===== src/rtl/gnt_burst_mux.sv =====
// gnt_burst_mux: latches the arbiter's one-hot grant as burst owner and
// forwards the owner's beats through a one-entry registered output stage.
// Ports: clk, reset (async, active-low); gnt_i one-hot grant;
//   req_valid_i/req_data_i/req_last_i -> req_ready_o per requester;
//   out_valid_o/out_data_o/out_src_o/out_last_o <- out_ready_i;
//   lock_o holds the arbiter grant mid-burst; err_gnt_o sticky bad grant.
// Option GNT_BURST_TIMEOUT_EN: stall abort after TIMEOUT_CYC, timeout_o.
module gnt_burst_mux #(
  parameter int NUM_REQUESTERS = 2,
  parameter int DATA_W         = 8,
  parameter int MAX_BURST      = 4,
  parameter int TIMEOUT_CYC    = 8,
  localparam int SRC_W =
    (NUM_REQUESTERS > 1) ? $clog2(NUM_REQUESTERS) : 1
) (
  input  logic                           clk,
  input  logic                           reset,
  input  logic [NUM_REQUESTERS-1:0]      gnt_i,
  input  logic [NUM_REQUESTERS-1:0]      req_valid_i,
  input  logic [NUM_REQUESTERS*DATA_W-1:0] req_data_i,
  input  logic [NUM_REQUESTERS-1:0]      req_last_i,
  output logic [NUM_REQUESTERS-1:0]      req_ready_o,
  output logic                           out_valid_o,
  output logic [DATA_W-1:0]              out_data_o,
  output logic [SRC_W-1:0]               out_src_o,
  output logic                           out_last_o,
  input  logic                           out_ready_i,
  output logic                           lock_o,
`ifdef GNT_BURST_TIMEOUT_EN
  output logic                           timeout_o,
`endif
  output logic                           err_gnt_o
);

  localparam int CNT_W = $clog2(MAX_BURST + 1);
  localparam logic [CNT_W-1:0] CNT_LAST = CNT_W'(MAX_BURST - 1);

  typedef enum logic {
    IDLE,
    BURST
  } state_t;

  state_t state, next_state;

  logic [SRC_W-1:0]  owner;
  logic [SRC_W-1:0]  gnt_idx;
  logic [CNT_W-1:0]  count;
  logic              gnt_any;
  logic              gnt_multi;
  logic              gnt_ok;
  logic              slot_free;
  logic              accept;
  logic              term;
  logic              abort;
  logic              own_valid;
  logic              own_last;
  logic [DATA_W-1:0] own_data;

  assign gnt_any   = |gnt_i;
  // x & (x-1) clears the lowest set bit; non-zero means two or more bits
  assign gnt_multi = |(gnt_i & (gnt_i - NUM_REQUESTERS'(1)));
  assign gnt_ok    = gnt_any & ~gnt_multi;

  always_comb begin
    gnt_idx = '0;
    for (int k = 0; k < NUM_REQUESTERS; k++) begin
      if (gnt_i[k]) gnt_idx = SRC_W'(k);
    end
  end

  assign own_valid = req_valid_i[owner];
  assign own_last  = req_last_i[owner];
  assign own_data  = req_data_i[int'(owner)*DATA_W +: DATA_W];
  // The output slot can take a beat if empty or draining this cycle
  assign slot_free = ~out_valid_o | out_ready_i;

`ifdef GNT_BURST_TIMEOUT_EN
  localparam int STL_W = $clog2(TIMEOUT_CYC + 1);
  localparam logic [STL_W-1:0] STL_LAST = STL_W'(TIMEOUT_CYC - 1);

  logic [STL_W-1:0] stall;

  assign abort = (state == BURST) & ~own_valid & (stall == STL_LAST);
  assign timeout_o = abort;

  always_ff @(posedge clk or negedge reset) begin
    if (!reset) begin
      stall <= '0;
    end else if (state != BURST || accept || abort) begin
      stall <= '0;
    end else if (!own_valid) begin
      stall <= stall + STL_W'(1);
    end
  end
`else
  wire unused_tmo = |TIMEOUT_CYC;
  assign abort = 1'b0;
`endif

  always_ff @(posedge clk or negedge reset) begin
    if (!reset) begin
      state <= IDLE;
    end else begin
      state <= next_state;
    end
  end

  always_comb begin
    next_state  = state;
    req_ready_o = '0;
    lock_o      = 1'b0;
    accept      = 1'b0;
    term        = 1'b0;
    unique case (state)
      IDLE: begin
        if (gnt_ok) next_state = BURST;
      end
      BURST: begin
        lock_o             = 1'b1;
        req_ready_o[owner] = slot_free;
        accept             = own_valid & slot_free;
        term = accept & (own_last | (count == CNT_LAST));
        if (term || abort) next_state = IDLE;
      end
      default: next_state = IDLE;
    endcase
  end

  always_ff @(posedge clk or negedge reset) begin
    if (!reset) begin
      owner     <= '0;
      count     <= '0;
      err_gnt_o <= 1'b0;
    end else begin
      if (state == IDLE && gnt_ok) owner <= gnt_idx;
      if (state == IDLE && gnt_multi) err_gnt_o <= 1'b1;
      if (term || abort) begin
        count <= '0;
      end else if (accept) begin
        count <= count + CNT_W'(1);
      end
    end
  end

  always_ff @(posedge clk or negedge reset) begin
    if (!reset) begin
      out_valid_o <= 1'b0;
      out_data_o  <= '0;
      out_src_o   <= '0;
      out_last_o  <= 1'b0;
    end else if (accept) begin
      out_valid_o <= 1'b1;
      out_data_o  <= own_data;
      out_src_o   <= owner;
      out_last_o  <= own_last | (count == CNT_LAST);
    end else if (out_valid_o && out_ready_i) begin
      out_valid_o <= 1'b0;
    end
  end

endmodule


===== config.mk =====
export PLATFORM = sky130hd
export DESIGN_NAME = gnt_burst_mux
export DESIGN_NICKNAME = d
export VERILOG_FILES = /design/src/rtl/gnt_burst_mux.sv
export SDC_FILE = /design/constraint.sdc
export NUM_CORES = 1
export LEC_CHECK = 0
export BUFFER_PORTS_ARGS = -buffer_cell sky130_fd_sc_hd__buf_2
export CAP_MARGIN = 0
export CORE_ASPECT_RATIO = 0.75
export CORE_MARGIN = 4
export CORE_UTILIZATION = 40
export DETAILED_ROUTE_END_ITERATION = 16
export PLACE_DENSITY = 0.7
export SLEW_MARGIN = 20
export SYNTH_ARGS = -nofsm -noshare
export SYNTH_HDL_FRONTEND = slang
export SYNTH_SLANG_ARGS = --single-unit

===== constraint.sdc =====
create_clock -name clk -period 1.9 [get_ports clk]
set_input_delay 0 -clock clk [delete_from_list [all_inputs] [get_ports clk]]
set_output_delay 0 -clock clk [all_outputs]
set_load 0.02 [all_outputs]

Word level (Yosys, flattened, before mapping)
Cells that the tools add are included.

Register bits after elaboration: 17. Latch bits: 0. RAM bits: 0. Memory bits (read-only): 0. Bits of input ports: 25. Output and inout bits: 15. Logic and storage cells: 50. Memories: 0.

Add/sub/neg operators: 2. Multiply operators: 0. Div/mod/pow operators: 0. Magnitude comparators: 2. Equal/unequal tests: 1. Shift operators: 1. Muxes and demuxes: 18. Bitwise gates (word level): 10. Reductions and logical operators: 8.

Operators by type and width (count): $shiftx 16x5->8 (1); $mux 1 (13); $mux 3 (2); $and 2x2->2 (2); $logic_and 1x1->1 (4); $reduce_bool 2->1 (2); $reduce_or 2->1 (2); $add 3x1->3 const B (1); $and 1x1->1 (3); $eq 3x2->1 const B (1); $not 1->1 (3); $lt 1x2->1 const B (1); $mux 2 (1); $or 1x1->1 (2); $pmux 1 s2 (1); $sub 2x1->2 const B (1); $demux 1 s1 (1); $ge 1x1->1 const B (1).

Longest topological paths before layout
Gate-level depths: netlist (run 1).

Word-level depth: 7. Mapped depth: 4. Mapped depth without buffers: 4.

Least setup slack after synthesis (run 1)
Ideal clock, no wire load.

Path kind: reg-to-reg. From: register owner. To: register count[0]. Library setup time: 0.125 ns. Arrival: 1.303 ns. Data required time: 1.775 ns. Setup slack: 0.472 ns. Stages on the path, launching flop included: 5. Clock period less this slack: 1.428 ns. Path through: dfrtp_1 and2_1 o211ai_4 buf_6 mux2_4.

Cells in the longest elaborated chain, start to end: 6. Elaborated cells on any way between the ends: 11.

Ends and longest elaborated chain: from (decl) (RTL line 45) `logic [SRC_W-1:0] owner;`; from (signal assigned) (RTL line 135) `if (state == IDLE && gnt_ok) owner <= gnt_idx;`; $mux 1 (on tied branches) (2 in a row) (RTL line 71, 72); $and 1x1->1 / $or 1x1->1 (equally long branches) (RTL line 121, 122); $and 1x1->1 (RTL line 122) `term = accept & (own_last | (count == CNT_LAST));`; $mux 1 (RTL line 114) `unique case (state)`; $mux 3 / $reduce_bool 2->1 (equally long branches); to (signal assigned) (RTL line 140) `count <= count + CNT_W'(1);`; to (decl) (RTL line 47) `logic [CNT_W-1:0] count;`.

Parallel ways exist; a longest one is shown, timed or not. The select of a mux whose other input is x is not followed. A chain may end at the register's enable or synchronous reset.

Worst setup path in the final report (run 1)
From: register owner. To: register out_data_o[6].

Cells in the longest elaborated chain, start to end: 4. Elaborated cells on any way between the ends: 5.

Ends and longest elaborated chain: branches (longest 4 deep; another with $shiftx 16x5->8); to (signal assigned) (RTL line 153) `out_data_o <= own_data;`; to (decl) (RTL line 24) `output logic [DATA_W-1:0] out_data_o,`.

Several ways; the timed one is not identified. The select of a mux whose other input is x is not followed.

==> results.md, run 1 <==
* Result of the run: completed
* Clock slew at reported path FFs at 100 ps
* Number of distinct library cell variants in the gate-level netlist after synthesis at 24
* Cell at the slowest stage of the critical path: sky130_fd_sc_hd__dfrtp_1
* Leakage power of the design at 0.000609 uW
* Area added between synthesis and finish at 32.9%
* Power consumption at 1880 uW
* Register area share after synthesis at 48.2%
* Data required, critical path at 2080 ps
* CTS-repair resized insts at 0
* Area used by multi-input combinational logic at 429 um^2
* Final slew viol count at 0
* First-pass DRT Iterations at 3
* Sequential share of power at 34.3%
* Skew-Pair Late Insertion Delay at 290 ps
* Post-synthesis cell area at 882 um^2
* Net switching share of the total power at 39.0%
* Final cell area excluding filler cells at 1170 um^2
* Core box area at 2050 um^2
* Inserted Clock Buffers at 3
* Total placed instance area at 1130 um^2
* Post-route DRC at 0
* Count of H-tree levels built during CTS at 1
* Worst Tran Pin Value at 382 ps
* Max stage delay on crit path at 440 ps
* Net count, final at 140
* Endpoint type of the worst setup path: register
* Final cell utilization of the core at 57.2%
* Setup-failing EPs final at 0
* Net load switching power at 734 uW
* Proportion of power drawn by combinational gates at 55.6%
* Power density over cell area at 1600 nW/um^2
* Die width at 62.2 um
* First DRT Iteration DRCs at 44
* Critical path data arrival time at 1620 ps
* Die area at 3030 um^2
* Share of cells above drive strength 1 at 56.8%
* Clk network pwr share at 10.1%
* Via count of the routed design at 655
* Die Ht at 48.7 um
* Final weighted congestion in routability-driven placement at 0.743
* TritonCTS clock tree: done
* Post-Route Setup TNS at 0 ps
* Number of max-cap violations at 0
* Internal power at 1150 uW
* Worst vdd rail ir drop at 0.878 mV
* Clk sinks at 17
* Placement row count at 14
* Maximum buffer depth of the clock tree at 2
* Classification of the worst-slack hold path: in -> reg
* Setup slack on the worst flop-to-flop path at 460 ps
* Global-route wire length before repair at 3240 um
* Post-synth net total at 93
* Register area at 425 um^2
* Root buffer cell: sky130_fd_sc_hd__clkbuf_4
* Tightest slew margin relative to the limit at 74.5%
* Crit Path Category: reg -> reg
* Most common library cell in the layout ignoring fill and taps: sky130_fd_sc_hd__buf_2
* Global Route Usage Sum at 13.7%
* Max Fclk at 696 MHz
* I/O Buffers at 39
* Final Hold Vio Count at 0
* Antenna violations before repair at 0
* Critical path buffer and inverter count at 1
* Largest net degree at the start of global routing at 18
* Initial standard-cell utilization of the core at 43.0%
* Number of nets still failing antenna checks after routing at 0
* Launch point of the worst path: owner
* Detailed-route wire length per cell at 13.8 um
* Number of top-level design ports at 40
* Top Family by Delay on Critical Path: flip-flops
* Final worst path period need at 1440 ps
* Total overflow reported by the global router at 0
* Count of synthesis-stage warnings from yosys at 0
* Final HPWL from detailed placement at 1430 um
* Number of flip-flops and latches in the synthesized netlist at 17
* Synthesized netlist cell count at 65
* Share of the clock period used by the worst path at 75.6%
* Drt total wl at 1860 um
* Commonest cells after routing, fill and taps aside: sky130_fd_sc_hd__buf_2 (39), sky130_fd_sc_hd__dfrtp_1 (17), sky130_fd_sc_hd__mux2_2 (9)
* Source of the worst hold timing path: req_data_i[11]
* Clock skew after layout at 4.12 ps
* RSZ-0062 raised after global routing: no
* Beginning of the worst register-to-register path: owner
* Number of antenna repair diodes at 0
* Vias in the first global route at 693
* Biggest fanout along the worst timing path at 14
* Nature of the critical path startpoint: register
* Detailed-route vias per instance at 4.85
* Number of fill cells in the layout at 179
* Series of cell instances along the critical path: and2_1 -> o211ai_4 -> buf_12 -> mux2_2
* Mean instance size in the synthesized netlist at 13.6 um^2
synthesized netlist by cell type:
library cell               count  area [um^2]
sky130_fd_sc_hd__mux2i_1       1         10.0
sky130_fd_sc_hd__buf_2         1         5.00
sky130_fd_sc_hd__a31oi_1       1         6.26
sky130_fd_sc_hd__a21boi_0      1         7.51
sky130_fd_sc_hd__and2_1        1         6.26
sky130_fd_sc_hd__nand2_1       2         7.51
sky130_fd_sc_hd__a311oi_1      1         8.76
sky130_fd_sc_hd__nor3b_1       1         7.51
sky130_fd_sc_hd__nor3_1        2         10.0
sky130_fd_sc_hd__mux2_1        4         45.0
sky130_fd_sc_hd__buf_6         1         11.3
sky130_fd_sc_hd__o211ai_4      1         21.3
sky130_fd_sc_hd__and3_1        1         6.26
sky130_fd_sc_hd__a21o_1        1         7.51
sky130_fd_sc_hd__nor2b_1       1         6.26
sky130_fd_sc_hd__nor2_1        3         11.3
sky130_fd_sc_hd__o22a_1        1         8.76
sky130_fd_sc_hd__a31o_2        1         8.76
sky130_fd_sc_hd__mux2_2        9          101
sky130_fd_sc_hd__ha_1          3         37.5
sky130_fd_sc_hd__mux2_4        7          105
sky130_fd_sc_hd__inv_1         3         11.3
sky130_fd_sc_hd__dfrtp_1      17          425
sky130_fd_sc_hd__nand2b_1      1         6.26
layout make-up:
type,instances,area share (%)
clock buffers,4,2.24
repair buffers,44,21.3
inverters,3,0.961
multi-input cells,43,36.6
flip-flops and latches,17,36.3
well taps,24,2.56
per-layer routing:
metal | wire length [um] | GRT usage [%] | vias to the layer above
met2 | 895 | 22.4 | 21
met4 | 16 | 5.42 | 0
li1 | - | - | 324
met1 | 798 | 15.2 | 308
met5 | 0 | 0 | -
met3 | 149 | 6.94 | 2
final timing paths:
check | to | cells past startpoint
max | out_data_o[6] | 4
min | out_data_o[3] | 3
max reg2reg | out_data_o[6] | 4
min reg2reg | err_gnt_o | 1
max in group asynchronous | out_data_o[7] | 2
min in group asynchronous | out_data_o[3] | 2
timing repair:
action / in CTS / in global routing
setup buffers: 0 / 0
endpoints found under the hold margin: 18 / 0
hold buffers: 2 / 0
sequential cells by signal, indices dropped and copies added, names as in the netlist:
| register | cells |
|---|---|
| count | 3 |
| out_last_o | 1 |
| state | 1 |
| err_gnt_o | 1 |
| out_src_o | 1 |
| out_data_o | 8 |
| owner | 1 |
| out_valid_o | 1 |
worst register-to-register path: cells and delay by family (launching register included):
kind,cells,cell delay (ps)
AND/OR/NAND/NOR,1,190
flip-flops,1,440
buffers and inverters,1,180
AO/OA/AOI/OAI,1,200
multiplexers,1,330
power groups by stage:
stage	sequential [uW]	combinational, uW	clock (uW)
floorplan	807	577	0
global placement	642	1040	0
detailed placement	650	1050	0
CTS	644	1060	204
global route	678	1130	225
finish	645	1040	190
metrics by stage:
stage / std cells / hold WS (ps) / setup WS (ps)
2_1_floorplan: 65 / -296 / 472
4_1_cts: 135 / 32.2 / 448
5_1_grt: 135 / 40.7 / 371
3_3_place_gp: 129 / -54.2 / 477
6_report: 135 / 43.9 / 463
3_5_place_dp: 129 / -48.9 / 458
cells by family after synthesis:
logic type / Yosys count / share of synthesized area [%]
mux: 21 / 29.6
flops: 17 / 48.2
simple gates: 12 / 6.95
compound gates: 7 / 7.80
buf+inv: 5 / 3.12
fa+ha+maj: 3 / 4.26
No activity file was read; power rests on OpenSTA's default activity.
==> run 2: changes to the inputs <==
--- a/config.mk
+++ b/config.mk
@@ -11,7 +11,7 @@
 export CORE_MARGIN = 4
 export CORE_UTILIZATION = 40
 export DETAILED_ROUTE_END_ITERATION = 16
-export PLACE_DENSITY = 0.7
+export PLACE_DENSITY = 0.73
 export SLEW_MARGIN = 20
 export SYNTH_ARGS = -nofsm -noshare
 export SYNTH_HDL_FRONTEND = slang
==> constraint.sdc (replaced) <==
create_clock -name clk -period 1.3 [get_ports clk]
set_input_delay 0 -clock clk [delete_from_list [all_inputs] [get_ports clk]]
set_output_delay 0 -clock clk [all_outputs]
set_load 0.02 [all_outputs]
==> run 2 against run 1 <==
Net effect:
- the flow now finishes with violations (setup timing)
- worst hold slack improved by 17 ps
- critical path type unchanged
- largest power group unchanged
- global-route usage rose by 1.0 points
- power rose by 64%
- sequential share of layout area fell by 3.0 points
==> results.md, run 2 (synthesized netlist as in run 1, its figures left out) <==
* Total placed instance area at 1170 um^2 (+4.2%)
* Number of antenna repair diodes at 0 (unchanged)
* Final HPWL from detailed placement at 1680 um (+18%)
* Clk sinks at 17 (unchanged)
* I/O Buffers at 39 (unchanged)
* Classification of the worst-slack hold path: in -> reg
* Initial standard-cell utilization of the core at 43.0% (unchanged)
* Net count, final at 147 (+5.0%)
* Maximum buffer depth of the clock tree at 2 (unchanged)
* Core box area at 2050 um^2 (unchanged)
* Share of cells above drive strength 1 at 67.8% (+11 points)
* Most common library cell in the layout ignoring fill and taps: sky130_fd_sc_hd__buf_2
* Sequential share of power at 30.5% (-3.8 points)
* Largest net degree at the start of global routing at 18 (unchanged)
* Highest routed metal layer: met4
* Net switching share of the total power at 38.6% (-0.43 points)
* Vias in the first global route at 766 (+11%)
* Registers with the most flip-flops: out_data_o x8, count x3
* Max Fclk at 721 MHz (+3.6%)
* Leakage power of the design at 0.000674 uW (+11%)
* Global Route Usage Sum at 14.8% (+1.0 points)
* Crit Path Category: reg -> reg
* Count of H-tree levels built during CTS at 1 (unchanged)
* Skew-Pair Late Insertion Delay at 290 ps (about the same)
* Net load switching power at 1190 uW (+63%)
* Number of nets still failing antenna checks after routing at 0 (unchanged)
* Post-Route Setup TNS at -683 ps (-683 ps)
* Die width at 62.2 um (unchanged)
* Share of the clock period used by the worst path at 107% (+31 points)
* Inserted Clock Buffers at 3 (unchanged)
* Worst Tran Pin Value at 389 ps (+6.93 ps)
* Critical path data arrival time at 1570 ps (-50 ps)
* Worst-case setup margin in the final layout at -87.2 ps (-550 ps)
* Global-route wire length before repair at 3580 um (+10%)
* Commonest cells after routing, fill and taps aside: sky130_fd_sc_hd__buf_2 (38), sky130_fd_sc_hd__dfrtp_1 (17), sky130_fd_sc_hd__mux2_4 (11)
* Clock skew after layout at 5.90 ps (+1.78 ps)
* Power consumption at 3090 uW (+64%)
* Final slew viol count at 0 (unchanged)
* Power density over cell area at 2420 nW/um^2 (+51%)
* Result of the run: finished with violations
* Endpoint type of the worst setup path: register
* Antenna violations before repair at 0 (unchanged)
* Die Ht at 48.7 um (unchanged)
* Clock slew at reported path FFs at 100 ps (about the same)
* Met3 Wirelength at 175 um (+17%)
* Detailed-route vias per instance at 4.92 (+1.3%)
* Final worst path period need at 1390 ps (-49.8 ps)
* First DRT Iteration DRCs at 17 (-61%)
* Root buffer cell: sky130_fd_sc_hd__clkbuf_4
* Post-route DRC at 0 (unchanged)
* Max reg flops at 8 (unchanged)
* Final weighted congestion in routability-driven placement at 0.639 (-14%)
* Total overflow reported by the global router at 0 (unchanged)
* Tightest slew margin relative to the limit at 74.0% (-0.46 points)
* Data required, critical path at 1480 ps (-600 ps)
* Drt total wl at 2160 um (+16%)
* RSZ-0062 raised after global routing: yes
* Setup-failing EPs final at 11 (+11)
* Number of fill cells in the layout at 163 (-8.9%)
* TritonCTS clock tree: done
* Largest reg by FF count: out_data_o
* Die area at 3030 um^2 (unchanged)
* Final cell utilization of the core at 62.4% (+5.2 points)
* Biggest fanout along the worst timing path at 4 (-10)
* Met2 WL at 1100 um (+22%)
* Worst vdd rail ir drop at 1.61 mV (+83%)
* Number of top-level design ports at 40 (unchanged)
* Proportion of power drawn by combinational gates at 60.5% (+4.9 points)
* Failing checks: setup timing
* Area used by multi-input combinational logic at 469 um^2 (+9.3%)
* Number of max-cap violations at 0 (unchanged)
* Minimum hold slack at 61.1 ps (+17.2 ps)
* Register area at 425 um^2 (unchanged)
* Placement row count at 14 (unchanged)
* Internal power at 1900 uW (+66%)
* Clk network pwr share at 9.0% (-1.1 points)
* Wire length on met1 at 868 um (+8.8%)
* Detailed-route wire length per cell at 15.2 um (+10%)
* Final cell area excluding filler cells at 1280 um^2 (+9.1%)
* Nature of the critical path startpoint: register
* Area added between synthesis and finish at 45.0%
* Via count of the routed design at 698 (+6.6%)
* Final Hold Vio Count at 0 (unchanged)
* First-pass DRT Iterations at 3 (unchanged)
run 2: through the flow:
| step | setup slack, ps | instances |
|---|---|---|
| after floorplan | -82.0 | 65 |
| after global placement | -28.3 | 135 |
| after detailed placement | -136 | 135 |
| after CTS | -88.2 | 142 |
| after global routing | -155 | 142 |
| final | -87.2 | 142 |
run 2: worst max-delay path, stage by stage, from the launching register on:
cell,delay [ps]
sky130_fd_sc_hd__dfrtp_1,420
sky130_fd_sc_hd__and2_4,160
sky130_fd_sc_hd__o211ai_4,210
sky130_fd_sc_hd__buf_4,190
sky130_fd_sc_hd__mux2_4,300
run 2: path summary, 6_finish.rpt:
path	start	to	slack, ps	cells after the start
worst max-delay path	owner	out_data_o[0]	-90	4
worst min-delay path	req_data_i[5]	out_data_o[5]	60	3
worst max register to register	owner	out_data_o[0]	-90	4
worst min register to register	err_gnt_o	err_gnt_o	470	1
max in group asynchronous	reset	count[0]	860	2
min in group asynchronous	reset	out_data_o[2]	160	2
run 2: area by class of cell:
cell class / count / share of cell area (%)
flip-flops and latches: 17 / 33.3
clock buffers: 4 / 2.05
well taps: 24 / 2.35
repair buffers: 51 / 24.8
inverters: 3 / 0.881
multi-input cells: 43 / 36.7
run 2: layer usage:
metal,vias to the layer above,track usage [%]
li1,339,-
met1,334,16.0
met2,21,25.0
met3,4,7.41
met4,0,4.69
met5,-,0
run 2: timing repair:
action                                  4_1_cts  5_1_grt
resized for setup                             6        8
endpoints found under the setup margin       15       15
pin swaps                                     0        1
hold buffers                                  2        0
buffers inserted                              1        0
endpoints found under the hold margin        18        0
run 2: power by group through the flow:
| stage | combinational [uW] | clock [uW] | sequential [uW] |
|---|---|---|---|
| after floorplan | 850 | 0 | 1180 |
| after global placement | 1650 | 0 | 917 |
| after detailed placement | 1710 | 0 | 934 |
| after CTS | 1780 | 296 | 939 |
| after global routing | 2010 | 324 | 975 |
| final | 1870 | 279 | 943 |
